===== config.mk =====
export PLATFORM = sky130hd
export DESIGN_NAME = gol_generation_sequencer_flat
export DESIGN_NICKNAME = d
export VERILOG_FILES = /design/src/rtl/gol_pkg.sv /design/src/rtl/gol_generation_sequencer_if.sv /design/src/rtl/gol_vblank_edge.sv /design/src/rtl/gol_generation_sequencer.sv /design/src/flat_wrapper.sv
export SDC_FILE = /design/constraint.sdc
export NUM_CORES = 1
export LEC_CHECK = 0
export ABC_AREA = 1
export CAP_MARGIN = 10
export CELL_PAD_IN_SITES_DETAIL_PLACEMENT = 0
export CELL_PAD_IN_SITES_GLOBAL_PLACEMENT = 1
export CORE_UTILIZATION = 40
export CTS_BUF_LIST = sky130_fd_sc_hd__clkbuf_16
export CTS_CLUSTER_SIZE = 30
export DETAILED_ROUTE_END_ITERATION = 12
export GPL_TIMING_DRIVEN = 0
export MAX_ROUTING_LAYER = met4
export PLACE_DENSITY_LB_ADDON = 0.1
export SYNTH_ARGS = -nofsm -noshare
export SYNTH_HDL_FRONTEND = slang
export SYNTH_HIERARCHICAL = 1
export SYNTH_SLANG_ARGS = --single-unit

===== constraint.sdc =====
create_clock -name clk -period 2.6 [get_ports clk]
set_input_delay 0.39 -clock clk [delete_from_list [all_inputs] [get_ports clk]]
set_output_delay 0.39 -clock clk [all_outputs]
set_load 0.005 [all_outputs]

===== src/rtl/gol_pkg.sv =====
`default_nettype none
// ============================================================================
//  Module      : gol_pkg
//  Description : Shared Game of Life constants and types. Grid geometry,
//                generation-sequencer state encoding and the bank selector
//                type used by the sequencer, display and frame memory logic.
//  Revision    : 1.0  initial release
// ============================================================================
package gol_pkg;

  localparam int WIDTH  = 640;  // grid columns
  localparam int HEIGHT = 480;  // grid rows
  localparam int ROW_W  = 9;    // row index width, 2**ROW_W >= HEIGHT

  typedef enum logic [2:0] {
    IDLE        = 3'd0,
    SWEEP       = 3'd1,
    DRAIN       = 3'd2,
    WAIT_VBLANK = 3'd3,
    SWAP        = 3'd4,
    PACE        = 3'd5
  } seq_state_t;

  typedef logic bank_t;

endpackage
`default_nettype wire


===== src/rtl/gol_generation_sequencer_if.sv =====
`default_nettype none
// ============================================================================
//  Module      : gol_generation_sequencer_if
//  Description : Read-slot handshake between the generation sequencer, the
//                frame-memory arbiter and the row engine write strobe.
//  Ports       : rd_req   - read slot request (sequencer -> arbiter)
//                rd_row   - row to read
//                rd_flush - slot is a zero pad row, no memory access
//                rd_gnt   - arbiter accepts the slot this cycle
//                wr_valid - engine produced a next-generation row
//  Revision    : 1.0  initial release
// ============================================================================
interface gol_generation_sequencer_if #(
  parameter int ROW_W = gol_pkg::ROW_W
);
  logic             rd_req;
  logic [ROW_W-1:0] rd_row;
  logic             rd_flush;
  logic             rd_gnt;
  logic             wr_valid;

  modport master (
    output rd_req, rd_row, rd_flush,
    input  rd_gnt, wr_valid
  );

  modport slave (
    input  rd_req, rd_row, rd_flush,
    output rd_gnt, wr_valid
  );
endinterface
`default_nettype wire


===== src/rtl/gol_vblank_edge.sv =====
`default_nettype none
// ============================================================================
//  Module      : gol_vblank_edge
//  Description : Registers the vblank level and flags its rising edge.
//                Shared with the display timing logic.
//  Ports       : clk, reset (async, active-high)
//                vblank - vertical blank level
//                rise   - high while vblank=1 and last registered value=0
//  Revision    : 1.0  initial release
// ============================================================================
module gol_vblank_edge (
  input  logic clk,
  input  logic reset,
  input  logic vblank,
  output logic rise
);

  logic vblank_q;

  always_ff @(posedge clk or posedge reset) begin
    if (reset) vblank_q <= 1'b0;
    else       vblank_q <= vblank;
  end

  assign rise = vblank & ~vblank_q;

endmodule
`default_nettype wire


===== src/rtl/gol_generation_sequencer.sv =====
`default_nettype none
// ============================================================================
//  Module      : gol_generation_sequencer
//  Description : Runs one Game of Life generation at a time through the row
//                engine using ping-pong banks. Rows are read from the
//                displayed bank, results land in the other bank, and the
//                banks swap on a vblank rising edge. Supports continuous run,
//                single step, stop and a vblank-based rate divider.
//  Ports       : clk, reset (async, active-high)
//                run/step/stop   - host control (level / pulse / pulse)
//                rate_div        - extra vblanks between generations in run
//                vblank          - display vertical blank level
//                rd_bus          - read slot handshake + engine write strobe
//                src/dst/disp_bank, busy, gen_done, gen_count - status
//  Revision    : 1.0  initial release
// ============================================================================
module gol_generation_sequencer #(
  parameter int WIDTH  = gol_pkg::WIDTH,
  parameter int HEIGHT = gol_pkg::HEIGHT,
  parameter int ROW_W  = gol_pkg::ROW_W,
  parameter int GEN_W  = 16
) (
  input  logic                       clk,
  input  logic                       reset,
  input  logic                       run,
  input  logic                       step,
  input  logic                       stop,
  input  logic [7:0]                 rate_div,
  input  logic                       vblank,
  gol_generation_sequencer_if.master rd_bus,
  output logic                       src_bank,
  output logic                       dst_bank,
  output logic                       disp_bank,
  output logic                       busy,
  output logic                       gen_done,
  output logic [GEN_W-1:0]           gen_count
);
  import gol_pkg::*;

  localparam logic [ROW_W:0] LAST = (ROW_W+1)'(HEIGHT);
  localparam logic [ROW_W:0] ONE  = (ROW_W+1)'(1);

  generate
    if (WIDTH < 1 || (2**ROW_W) < HEIGHT || HEIGHT < 1) begin : g_bad_params
      $error("gol_generation_sequencer: invalid WIDTH/HEIGHT/ROW_W");
    end
  endgenerate

  seq_state_t       state;
  bank_t            disp_q;
  logic             rd_req_q;
  logic             rd_flush_q;
  logic [ROW_W-1:0] rd_row_q;
  // One extra bit so the counters can hold HEIGHT itself.
  logic [ROW_W:0]   rd_cnt;
  logic [ROW_W:0]   wr_cnt;
  logic [ROW_W:0]   rd_next;
  logic [ROW_W:0]   wr_next;
  logic [7:0]       vb_cnt;
  logic             stop_pending;
  logic             vb_rise;
  logic             write_done;

  gol_vblank_edge u_vblank_edge (
    .clk    (clk),
    .reset  (reset),
    .vblank (vblank),
    .rise   (vb_rise)
  );

  assign rd_next    = rd_cnt + ONE;
  assign wr_next    = wr_cnt + ONE;
  assign write_done = rd_bus.wr_valid && (wr_next == LAST);

  always_ff @(posedge clk or posedge reset) begin
    if (reset) begin
      state        <= IDLE;
      disp_q       <= 1'b0;
      gen_count    <= '0;
      gen_done     <= 1'b0;
      busy         <= 1'b0;
      rd_req_q     <= 1'b0;
      rd_flush_q   <= 1'b0;
      rd_row_q     <= '0;
      rd_cnt       <= '0;
      wr_cnt       <= '0;
      vb_cnt       <= '0;
      stop_pending <= 1'b0;
    end else begin
      gen_done <= 1'b0;
      if (stop && state != IDLE) stop_pending <= 1'b1;

      case (state)
        IDLE: begin
          // A step overrides a coincident stop, so stop_pending stays clear.
          if (step || run) begin
            state        <= SWEEP;
            busy         <= 1'b1;
            rd_req_q     <= 1'b1;
            rd_flush_q   <= 1'b0;
            rd_row_q     <= '0;
            rd_cnt       <= '0;
            wr_cnt       <= '0;
            stop_pending <= 1'b0;
          end
        end

        SWEEP, DRAIN: begin
          // Slot contents only advance on a grant, so they stay stable
          // while the arbiter stalls.
          if (state == SWEEP && rd_bus.rd_gnt) begin
            if (rd_flush_q) begin
              rd_req_q   <= 1'b0;
              rd_flush_q <= 1'b0;
              state      <= DRAIN;
            end else begin
              rd_cnt <= rd_next;
              if (rd_next == LAST) begin
                rd_flush_q <= 1'b1;
                rd_row_q   <= '0;
              end else begin
                rd_row_q <= rd_next[ROW_W-1:0];
              end
            end
          end
          if (rd_bus.wr_valid) begin
            wr_cnt <= wr_next;
          end
          // Last engine row may coincide with the flush grant; this wins.
          if (write_done) begin
            state      <= WAIT_VBLANK;
            rd_req_q   <= 1'b0;
            rd_flush_q <= 1'b0;
          end
        end

        WAIT_VBLANK: begin
          if (vb_rise) state <= SWAP;
        end

        SWAP: begin
          disp_q    <= ~disp_q;
          gen_count <= gen_count + GEN_W'(1);
          gen_done  <= 1'b1;
          vb_cnt    <= rate_div;
          // A stop arriving in this very cycle is honoured here.
          if (run && !stop_pending && !stop) begin
            state <= PACE;
          end else begin
            state        <= IDLE;
            busy         <= 1'b0;
            stop_pending <= 1'b0;
          end
        end

        PACE: begin
          if (!run || stop_pending || stop) begin
            state        <= IDLE;
            busy         <= 1'b0;
            stop_pending <= 1'b0;
          end else if (vb_cnt == 8'd0) begin
            state      <= SWEEP;
            rd_req_q   <= 1'b1;
            rd_flush_q <= 1'b0;
            rd_row_q   <= '0;
            rd_cnt     <= '0;
            wr_cnt     <= '0;
          end else if (vb_rise) begin
            vb_cnt <= vb_cnt - 8'd1;
          end
        end

        default: begin
          state <= IDLE;
          busy  <= 1'b0;
        end
      endcase
    end
  end

  assign rd_bus.rd_req   = rd_req_q;
  assign rd_bus.rd_row   = rd_row_q;
  assign rd_bus.rd_flush = rd_flush_q;
  assign disp_bank       = disp_q;
  assign src_bank        = disp_q;
  assign dst_bank        = ~disp_q;

endmodule
`default_nettype wire


===== src/flat_wrapper.sv =====
// flat-port wrapper written by rule: the top's interface ports become plain ports
module gol_generation_sequencer_flat import gol_pkg::*;
#(
  parameter int WIDTH  = gol_pkg::WIDTH,
  parameter int HEIGHT = gol_pkg::HEIGHT,
  parameter int ROW_W  = gol_pkg::ROW_W,
  parameter int GEN_W  = 16
)
  (clk, reset, run, step, stop, rate_div, vblank, src_bank, dst_bank, disp_bank, busy, gen_done, gen_count, rd_bus_rd_req, rd_bus_rd_row, rd_bus_rd_flush, rd_bus_rd_gnt, rd_bus_wr_valid);
  gol_generation_sequencer_if #(.ROW_W(ROW_W)) rd_bus_i ();
  input  logic clk;
  input  logic reset;
  input  logic run;
  input  logic step;
  input  logic stop;
  input  logic [7:0] rate_div;
  input  logic vblank;
  output logic src_bank;
  output logic dst_bank;
  output logic disp_bank;
  output logic busy;
  output logic gen_done;
  output logic [GEN_W-1:0] gen_count;
  output wire logic [$bits(rd_bus_i.rd_req)-1:0] rd_bus_rd_req;
  output wire logic [$bits(rd_bus_i.rd_row)-1:0] rd_bus_rd_row;
  output wire logic [$bits(rd_bus_i.rd_flush)-1:0] rd_bus_rd_flush;
  input wire logic [$bits(rd_bus_i.rd_gnt)-1:0] rd_bus_rd_gnt;
  input wire logic [$bits(rd_bus_i.wr_valid)-1:0] rd_bus_wr_valid;
  assign rd_bus_rd_req = rd_bus_i.rd_req;
  assign rd_bus_rd_row = rd_bus_i.rd_row;
  assign rd_bus_rd_flush = rd_bus_i.rd_flush;
  assign rd_bus_i.rd_gnt = rd_bus_rd_gnt;
  assign rd_bus_i.wr_valid = rd_bus_wr_valid;
  gol_generation_sequencer #(.WIDTH(WIDTH), .HEIGHT(HEIGHT), .ROW_W(ROW_W), .GEN_W(GEN_W)) u_core (.clk(clk), .reset(reset), .run(run), .step(step), .stop(stop), .rate_div(rate_div), .vblank(vblank), .rd_bus(rd_bus_i), .src_bank(src_bank), .dst_bank(dst_bank), .disp_bank(disp_bank), .busy(busy), .gen_done(gen_done), .gen_count(gen_count));
endmodule

Yosys cells after proc, flatten, opt, wreduce, memory -nomap -nowiden
Cells that the tools add are included.
{ "totals": {"out_inout_bits": 32, "in_bits": 16, "word_cells": 119, "regBits": 63} }
{ "classes": {"addsub": 4, "reduce_logical": 25, "eq_ne": 21, "n_mux": 52, "n_bitwise": 4} }
{ "ops": {"columns": ["operator", "n"], "rows": [
  ["$mux 10", 6],
  ["$pmux 10 s3", 2],
  ["$mux 9", 6],
  ["$pmux 9 s3", 1],
  ["$mux 3", 8],
  ["$mux 8", 3],
  ["$add 10x1->10 const B", 2],
  ["$eq 10x9->1 const B", 2],
  ["$mux 1", 20],
  ["$add 16x1->16 const B", 1],
  ["$pmux 8 s2", 1],
  ["$pmux 3 s5", 1],
  ["$reduce_and 5->1", 3],
  ["$ne 2x2->1 const B", 7],
  ["$reduce_and 6->1", 2],
  ["$ne 3x1->1 const B", 3],
  ["$pmux 1 s3", 3],
  ["$logic_not 8->1", 1],
  ["$ne 2x1->1 const B", 4],
  ["$reduce_and 4->1", 2],
  ["$sub 8x1->8 const B", 1],
  ["$eq 3x2->1 const B", 2],
  ["$eq 3x3->1 const B", 2],
  ["$reduce_bool 3->1", 2],
  ["other kinds (11)", 21]
]} }

Depth between registers and ports, before layout
Gate-level depths: netlist of run 1.
{ "depth": {"ltp_word": 7, "ltp_mapped": 13, "depth_no_buf": 13} }

Modules after synthesis
Netlist of run 1, hierarchy kept.
{ "modules_own_cells": {"columns": ["module", "area_each_um2", "seq_area_each_um2", "cells_per_inst", "instances"], "rows": [
  ["gol_generation_sequencer", 3385.7, 1551.5, 429, 1],
  ["gol_vblank_edge", 38.8, 25.0, 4, 1]
]} }

Worst setup path before layout of run 1
OpenSTA, ideal clock, no wires.
{ "synth_path": {"kind": "flip-flop to flip-flop", "from": "reg u_core.vb_cnt[0]", "to": "reg u_core.rd_cnt[3]", "arrival_ps": 1613, "slack_ps": 913, "path_stages_with_launch": 11, "period_less_slack_ps": 1687, "setup_time_ps": 74, "required_ps": 2526, "path_buffers": 0, "cell_sequence": "dfrtp_1 > inv_1 > ha_1 > nand3_1 > or2_1 > nand2_2 > nand2_2 > nor2_8 > nand3_4 > or2_1 > o21ai_2"} }
{ "synth_between": {"elab_chain_cells": 3} }
{ "synth_rtl": {"columns": ["item", "line", "text"], "rows": [
  ["start: declaration", "gol_generation_sequencer.sv:59", "logic [7:0] vb_cnt;"],
  ["start signal: assignment", "gol_generation_sequencer.sv:145", "vb_cnt <= rate_div;"],
  ["start signal: assignment", "gol_generation_sequencer.sv:169", "vb_cnt <= vb_cnt - 8'd1;"],
  ["$logic_not 8->1", "gol_generation_sequencer.sv:161", "end else if (vb_cnt == 8'd0) begin"],
  ["$ne 2x1->1 (no line)", null, null],
  ["$reduce_and 6->1 (no line)", null, null],
  ["end signal: assignment", "gol_generation_sequencer.sv:117", "rd_cnt <= rd_next;"],
  ["end: declaration", "gol_generation_sequencer.sv:55", "logic [ROW_W:0] rd_cnt;"]
]} }
Every way passes these cells.
A chain may end at the register's enable or synchronous reset.

Final worst setup path of run 1
{ "layout_path": {"from": "reg u_core.rd_cnt[0]", "to": "reg u_core.rd_row_q[8], in the netlist u_core/rd_bus.rd_row[8]"} }
{ "layout_between": {"elab_chain_cells": 6} }
{ "layout_rtl": {"columns": ["item", "line", "text"], "rows": [
  ["$add 10x1->10 *", "gol_generation_sequencer.sv:71", "assign rd_next = rd_cnt + ONE;"],
  ["$eq 10x9->1", "gol_generation_sequencer.sv:118", "if (rd_next == LAST) begin"],
  ["$mux 9 *", "gol_generation_sequencer.sv:118", null],
  ["$mux 9 *", "gol_generation_sequencer.sv:112", "if (rd_flush_q) begin"],
  ["$mux 9 *", "gol_generation_sequencer.sv:111", "if (state == SWEEP && rd_bus.rd_gnt) begin"],
  ["$pmux 9 s3 *", "gol_generation_sequencer.sv:93", "case (state)"],
  ["end signal: assignment", "gol_generation_sequencer.sv:122", "rd_row_q <= rd_next[ROW_W-1:0];"],
  ["end: declaration", "gol_generation_sequencer.sv:53", "logic [ROW_W-1:0] rd_row_q;"]
]} }
Every way passes the cells marked *; elsewhere a longest branch is shown, timed or not. The select of a mux whose other input is x is not followed.

==> results of run 1 <==
[registers in the layout (all words and copies together), names as in the netlist, 3 cells and up]
name,cells
u_core/vb_cnt,8
u_core/gen_count,16
u_core/rd_bus.rd_row,9
u_core/wr_cnt,10
u_core/rd_cnt,10
u_core/state,3
[metrics by stage]
| stage | setup TNS, ns | utilization (%) | std cells |
|---|---|---|---|
| finish | 0 | 52.09 | 601 |
| CTS | 0 | 52.09 | 601 |
| detailed placement | 0 | 49.00 | 586 |
| global placement | -39.51 | 48.76 | 585 |
| global route | 0 | 52.09 | 601 |
| floorplan | 0 | - | 433 |
[per-layer routing]
layer | track usage [%] | vias up | routed length, µm
met4 | 4.419 | 0 | 56
met1 | 24.31 | 1325 | 3592
met2 | 28.20 | 43 | 3319
met3 | 5.153 | 4 | 280
li1 | - | 1507 | -
met5 | - | - | 0
[worst paths after layout]
check,from,to,slack [ns],depth (start not counted)
min in group clk,u_core/rd_bus.rd_row[6],u_core/rd_bus.rd_row[6],0.48,2
worst max-delay path,u_core/rd_cnt[0],u_core/rd_bus.rd_row[8],0.62,10
worst min register to register,u_core/rd_bus.rd_row[6],u_core/rd_bus.rd_row[6],0.48,2
worst min-delay path,reset,u_core/u_vblank_edge/vblank_q,0.25,2
max in group asynchronous,reset,u_core/gen_count[14],1.46,3
worst max register to register,u_core/rd_cnt[0],u_core/rd_bus.rd_row[8],0.62,10
[where the power goes]
group,total [W],switching [W],internal (W)
logic,0.00137,0.000860,0.000514
clock network,0.00104,0.000412,0.000626
registers,0.00133,0.000167,0.00116
total,0.00374,0.00144,0.00230
[cell families after synthesis]
family,count (synthesis)
DFF,63
AOI/OAI and AO/OA,60
buffers and inverters,70
xor gates and xnor gates,16
and+or+nand+nor,218
adders and majority gates,6
[area by class of cell]
type / count / area (µm²) / area share, %
Sequential cell: 63 / 1577 / 36.65
Clock buffer: 9 / 225.2 / 5.236
Clock inverter: 6 / 30.03 / 0.6981
Multi-Input combinational cell: 300 / 1565 / 36.39
Inverter: 64 / 245.2 / 5.701
Buffer: 6 / 37.54 / 0.8726
Tap cell: 105 / 131.4 / 3.054
Timing Repair Buffer: 48 / 490.5 / 11.40
[placed cells by master, fill, tap and decap left out, drive strengths merged]
cell           instances
clkbuf                 9
o22ai                  4
inv                   64
o221ai                 1
nor3                  12
nor2                  43
a31oi                  1
nand2                120
buf                    7
xor2                  10
xnor2                  6
o2bb2ai                1
clkdlybuf4s50         47
clkinv                 5
nand3                 36
or2                    4
o21ai                 39
ha                     6
a21oi                  9
clkinvlp               1
a22oi                  4
o211ai                 1
dfrtp                 63
nand4                  3
==> summary.md, run 1 <==
| Metric | Value |
|---|---|
| Max Cap Viol | 0 |
| Fin nets | 514 |
| Syn Nets | 455 |
| Synth warn | 6 |
| Cell taking the most area after synthesis | dfrtp_1 |
| Antenna violations before repair | 0 |
| Netlist Area Pre-Place | 3425 µm² |
| Total GRT Usage | 18.46% |
| Largest delay share family, worst path | simple AND/OR/NAND/NOR gates |
| CTS Buffer Depth | 2 |
| Synth Area in XOR/XNOR | 4.092% |
| Unrepaired setup endpoints after global routing | no |
| Syn-to-layout area delta | 25.61% |
| Cell Area, Placed | 4046 µm² |
| Fillers | 804 |
| Setup Fix Bufs, Post-CTS | 0 |
| # DRC | 0 |
| Yosys reg bits | 63 |
| CTS H-tree lvls | 3 |
| Share of cells above drive strength 1 | 10.89% |
| Synth Area in Simple Gates | 29.12% |
| Final RePlAce weighted congestion | 0.8188 |
| Status | finished, final reports clean |
| Tot Pwr | 0.003741 W |
| Worst-path clk slew | 0.05 ns |
| Main combinational cell family by area after synthesis | simple AND/OR/NAND/NOR gates |
| Pwr Density | 869.8 nW/µm² |
| Final Max Slew Viols | 0 |
| Adder-cell area share of the yosys netlist | 2.192% |
| Vias | 2879 |
| Worst slew pin tran | 0.6927 ns |
| Area fraction of the dominant cell type after synthesis | 46.04% |
| Setup violators final | 0 |
| Final period util | 76.26% |
| Final hold violation count | 0 |
| Total core area | 8258 µm² |
| Post-synth top cells | nand2_1 (114), dfrtp_1 (63), inv_1 (55) |
| CTS tree | done |
| Largest net degree at the start of global routing | 33 |
| Tmin final | 1.983 ns |
| VDD IR max | 412.1 µV |
| Worst path cell trace | ha_1 > nand2_1 > nor2_1 > nand3_1 > nor2_1 > nand2_1 > a21oi_1 > nand3_1 > nand3_1 > nand2_1 |
| Worst min-delay path category | in -> async |
| Initial DRC Count | 103 |
| Hold slack | 0.2517 ns |
| Clock tree sinks | 63 |
| Synth Area in Compound Gates | 10.30% |
| Num CTS Buffers | 9 |
| Crit path capture type | flop |
| Via density | 4.790 |
| Die width | 94.53 µm |
| Routed Antenna Nets | 0 |
| Fmax | 504.4 MHz |
| Pre-antenna DRT Iters | 4 |
| Mux share of post-synthesis cell area | 0% |
| Post-DP HPWL | 5291 µm |
| Slew HR | 53.75% |
| IO Pins | 48 |
| Root buffer cell | clkbuf_16 |
| Cts hold-fix bufs | 0 |
| Placement Rows | 33 |
| Final worst setup slack | 0.6173 ns |
| Grt ovf | 0 |
| Leakage | 2.004 nW |
| Die ar. | 8935 µm² |
| Worst Path Max Fanout | 7 |
| Most common flop cell mapped by yosys | dfrtp_1 |
| Critical path arrival | 2.19 ns |
| Post-synth EDFFs | 0 |
| Vias in the first global route | 2767 |
| Synth Instances | 433 |
| Max incr delay on CP | 0.44 ns |
| Kind of critical path | reg -> reg |
| Fin Clk Skew | 0.004023 ns |
| Largest cells by area after synthesis | dfrtp_1 (46%), nand2_1 (12%), inv_1 (6.0%), nand3_1 (5.0%), o21ai_0 (4.1%) |
| Setup WS pre-CTS | 0.4874 ns |
| Data required time at the worst endpoint | 2.80 ns |
| N_diodes | 0 |
| Seq/Total Area, Yosys | 46.04% |
| Initial core utilization | 41.47% |
| Buf+Inv Stages, Crit Path | 0 |
| CP startpoint kind | flop |
| Crit path max-delay cell type | dfrtp_1 |
| Syn Area/Cell | 7.909 µm² |
| Post-cts gate resize count | 0 |
| Top-count cell post-synth | nand2_1 |
| Avg WL per Cell | 12.06 µm |
| Worst skew pair latency | 0.32 ns |
| Die height | 94.53 µm |
| First-pass GRT wire length | 12600 µm |
| Routed WL | 7248 µm |
| IO Port Bufs | 47 |
| Asr flop ratio synth | 100.0% |
| Design Area, Final | 4302 µm² |
| Unique masters post-synth | 37 |
Note: power is estimated with default switching activity, not from simulation.
==> run 2: changes to the inputs <==
==> constraint.sdc (replaced) <==
create_clock -name clk -period 2.1 [get_ports clk]
set_input_delay 0.315 -clock clk [delete_from_list [all_inputs] [get_ports clk]]
set_output_delay 0.315 -clock clk [all_outputs]
set_load 0.005 [all_outputs]
==> run 2 against run 1 <==
Against the previous run: combinational power is 26% higher; setup slack worse by 0.44 ns; flip-flop and latch count unchanged; clock power increased by 24%; clock skew hardly changed; critical endpoint is now u_core/wr_cnt[0]; highest routed layer unchanged.
==> summary.md, run 2 (synthesized netlist as in run 1, its figures left out) <==
| Metric | Value |
|---|---|
| Share of power burned in the clock network | 27.6% (about the same) |
| Worst min-delay path category | in -> async |
| Largest register FFs | 16 (unchanged) |
| Final period util | 91.64% (+15 points) |
| N_diodes | 0 (unchanged) |
| IO Pins | 48 (unchanged) |
| Most frequent cells in the layout | nand2_1 (114), dfrtp_1 (61), inv_1 (55), clkdlybuf4s50_1 (47), nand3_1 (33) |
| Setup violators final | 0 (unchanged) |
| Crit path capture type | flop |
| Initial core utilization | 41.47% (unchanged) |
| Setup TNS | 0 ns (unchanged) |
| Sw Pwr | 0.001788 W (+24%) |
| Total GRT Usage | 18.46% (unchanged) |
| Share of cells above drive strength 1 | 12.07% (+1.2 points) |
| Max incr delay on CP | 0.39 ns (-0.05 ns) |
| Power share of the sequential group | 35.4% (about the same) |
| Final Max Slew Viols | 0 (unchanged) |
| Top flop regs | u_core/gen_count: 16 flops, u_core/rd_cnt: 10 flops, u_core/wr_cnt: 10 flops |
| Total core area | 8258 µm² (unchanged) |
| Final RePlAce weighted congestion | 0.8188 (unchanged) |
| VDD IR max | 510.8 µV (+24%) |
| Grt ovf | 0 (unchanged) |
| Avg WL per Cell | 12.10 µm (+0.37%) |
| Pwr Density | 1078 nW/µm² (+24%) |
| Routed Antenna Nets | 0 (unchanged) |
| Clock tree sinks | 63 (unchanged) |
| Pre-antenna DRT Iters | 4 (unchanged) |
| Tmin final | 1.924 ns (-0.05821 ns) |
| Slew HR | 53.66% (-0.086 points) |
| Hold slack | 0.1772 ns (-0.07449 ns) |
| Register area | 1579 µm² (+0.16%) |
| Fin Clk Skew | 0.004412 ns (+0.0003891 ns) |
| Critical path arrival | 2.17 ns (-0.02 ns) |
| Die ar. | 8935 µm² (unchanged) |
| Die height | 94.53 µm (unchanged) |
| Worst Path Max Fanout | 9 (+2) |
| IO Port Bufs | 47 (unchanged) |
| Fmax | 519.6 MHz (+3.0%) |
| Num CTS Buffers | 9 (unchanged) |
| Top reg by flops | u_core/gen_count |
| CP startpoint kind | flop |
| Syn-to-layout area delta | 26.23% |
| Post-DP HPWL | 5291 µm (unchanged) |
| # DRC | 0 (unchanged) |
| Comb power frac | 37.0% (+0.3 points) |
| Cts hold-fix bufs | 0 (unchanged) |
| Leakage | 2.008 nW (+0.20%) |
| Die width | 94.53 µm (unchanged) |
| Initial DRC Count | 97 (-5.8%) |
| Most frequent CP cell | nand2_2 |
| Via density | 4.809 (+0.39%) |
| CTS H-tree lvls | 3 (unchanged) |
| Vias in the first global route | 2767 (unchanged) |
| Crit path max-delay cell type | dfrtp_1 |
| First-pass GRT wire length | 12600 µm (unchanged) |
| Root buffer cell | clkbuf_16 |
| Worst path cell trace | inv_1 > ha_1 > nand3_1 > or2_1 > nand2_2 > nand2_2 > nor2_8 > o21ai_4 > inv_4 > nand2_2 > o21ai_1 |
| Data required time at the worst endpoint | 2.34 ns (-0.46 ns) |
| Antenna violations before repair | 0 (unchanged) |
| Worst slew pin tran | 0.6940 ns (+0.001283 ns) |
| CTS tree | done |
| Placement Rows | 33 (unchanged) |
| Worst-path clk slew | 0.05 ns (about the same) |
| Fin nets | 515 (+0.19%) |
| Kind of critical path | reg -> reg |
| Fillers | 802 (-0.25%) |
| Status | finished, final reports clean |
| Cell Int Power | 0.002872 W (+25%) |
| Sw frac | 38.37% (-0.083 points) |
| CTS Buffer Depth | 2 (unchanged) |
| Vias | 2895 (+0.56%) |
| Largest net degree at the start of global routing | 33 (unchanged) |
| Max Cap Viol | 0 (unchanged) |
| Worst skew pair latency | 0.32 ns (about the same) |
| Commonest non-fill, non-tap cell in the layout | nand2_1 |
| Area of the multi-input gates | 1577 µm² (+0.72%) |
| Final hold violation count | 0 (unchanged) |
| Routed WL | 7287 µm (+0.54%) |
-- run 2: area by class of cell --
cell class / instances / share of cell area, %
Clock buffer: 9 / 5.210
Tap cell: 105 / 3.039
Timing Repair Buffer: 49 / 11.52
Sequential cell: 63 / 36.53
Buffer: 6 / 0.8683
Inverter: 64 / 5.673
Clock inverter: 6 / 0.6946
Multi-Input combinational cell: 300 / 36.47
-- run 2: metrics by stage --
stage | worst slack [ns] | power [W] | util (%) | cells | instance area, µm²
2_1_floorplan | 0.2436 | 0.002841 | - | 433 | 3425
3_3_place_gp | -1.065 | 0.003370 | 48.76 | 585 | 4026
3_5_place_dp | 0.06237 | 0.003389 | 49.00 | 586 | 4046
4_1_cts | 0.1118 | 0.004715 | 52.09 | 601 | 4302
5_1_grt | -0.01983 | 0.005038 | 52.35 | 602 | 4323
6_report | 0.1755 | 0.004660 | 52.35 | 602 | 4323
-- run 2: final timing paths --
path / startpoint / endpoint / slack (ns) / cells after the start
worst max-delay path: u_core/vb_cnt[0] / u_core/wr_cnt[0] / 0.18 / 11
worst min-delay path: reset / u_core/u_vblank_edge/vblank_q / 0.18 / 2
worst max register to register: u_core/vb_cnt[0] / u_core/wr_cnt[0] / 0.18 / 11
worst min register to register: u_core/rd_bus.rd_row[6] / u_core/rd_bus.rd_row[6] / 0.48 / 2
max in group asynchronous: reset / u_core/gen_count[14] / 1.04 / 3
min in group clk: vblank / u_core/u_vblank_edge/vblank_q / 0.47 / 1
-- run 2: what timing repair did --
item	4_1_cts	5_1_grt
buffers inserted	0	1
gates resized for setup	0	5
setup endpoints to repair	0	10
-- run 2: worst max-delay path, delay by kind of cell (launching register included) --
kind                     cells  cell delay (ns)
buffers and inverters        2             0.21
AO/OA/AOI/OAI                2             0.27
flip-flops                   1             0.39
adder cells (fa/ha/maj)      1             0.16
AND/OR/NAND/NOR              6             0.82
-- run 2: layer usage --
metal  part of all wire [%]  global-route usage (%)
met1                     49                   24.31
met2                     46                   28.20
met3                    4.2                   5.153
met4                   0.77                   4.419
met5                      0                       -
-- run 2: power groups by stage --
stage	sequential [W]	clock [W]	combinational, W
floorplan	0.00163	0	0.00122
global placement	0.00166	0	0.00171
detailed placement	0.00166	0	0.00173
CTS	0.00165	0.00133	0.00173
global route	0.00169	0.00138	0.00197
finish	0.00165	0.00129	0.00173
==> run 3: changes to the inputs <==
--- a/config.mk
+++ b/config.mk
@@ -6,7 +6,7 @@
 export NUM_CORES = 1
 export LEC_CHECK = 0
 export ABC_AREA = 1
-export CAP_MARGIN = 10
+export CAP_MARGIN = 20
 export CELL_PAD_IN_SITES_DETAIL_PLACEMENT = 0
 export CELL_PAD_IN_SITES_GLOBAL_PLACEMENT = 1
 export CORE_UTILIZATION = 40
==> results of run 3 <==
Same layout as run 2: the final DEF is identical, and so are final timing and power.
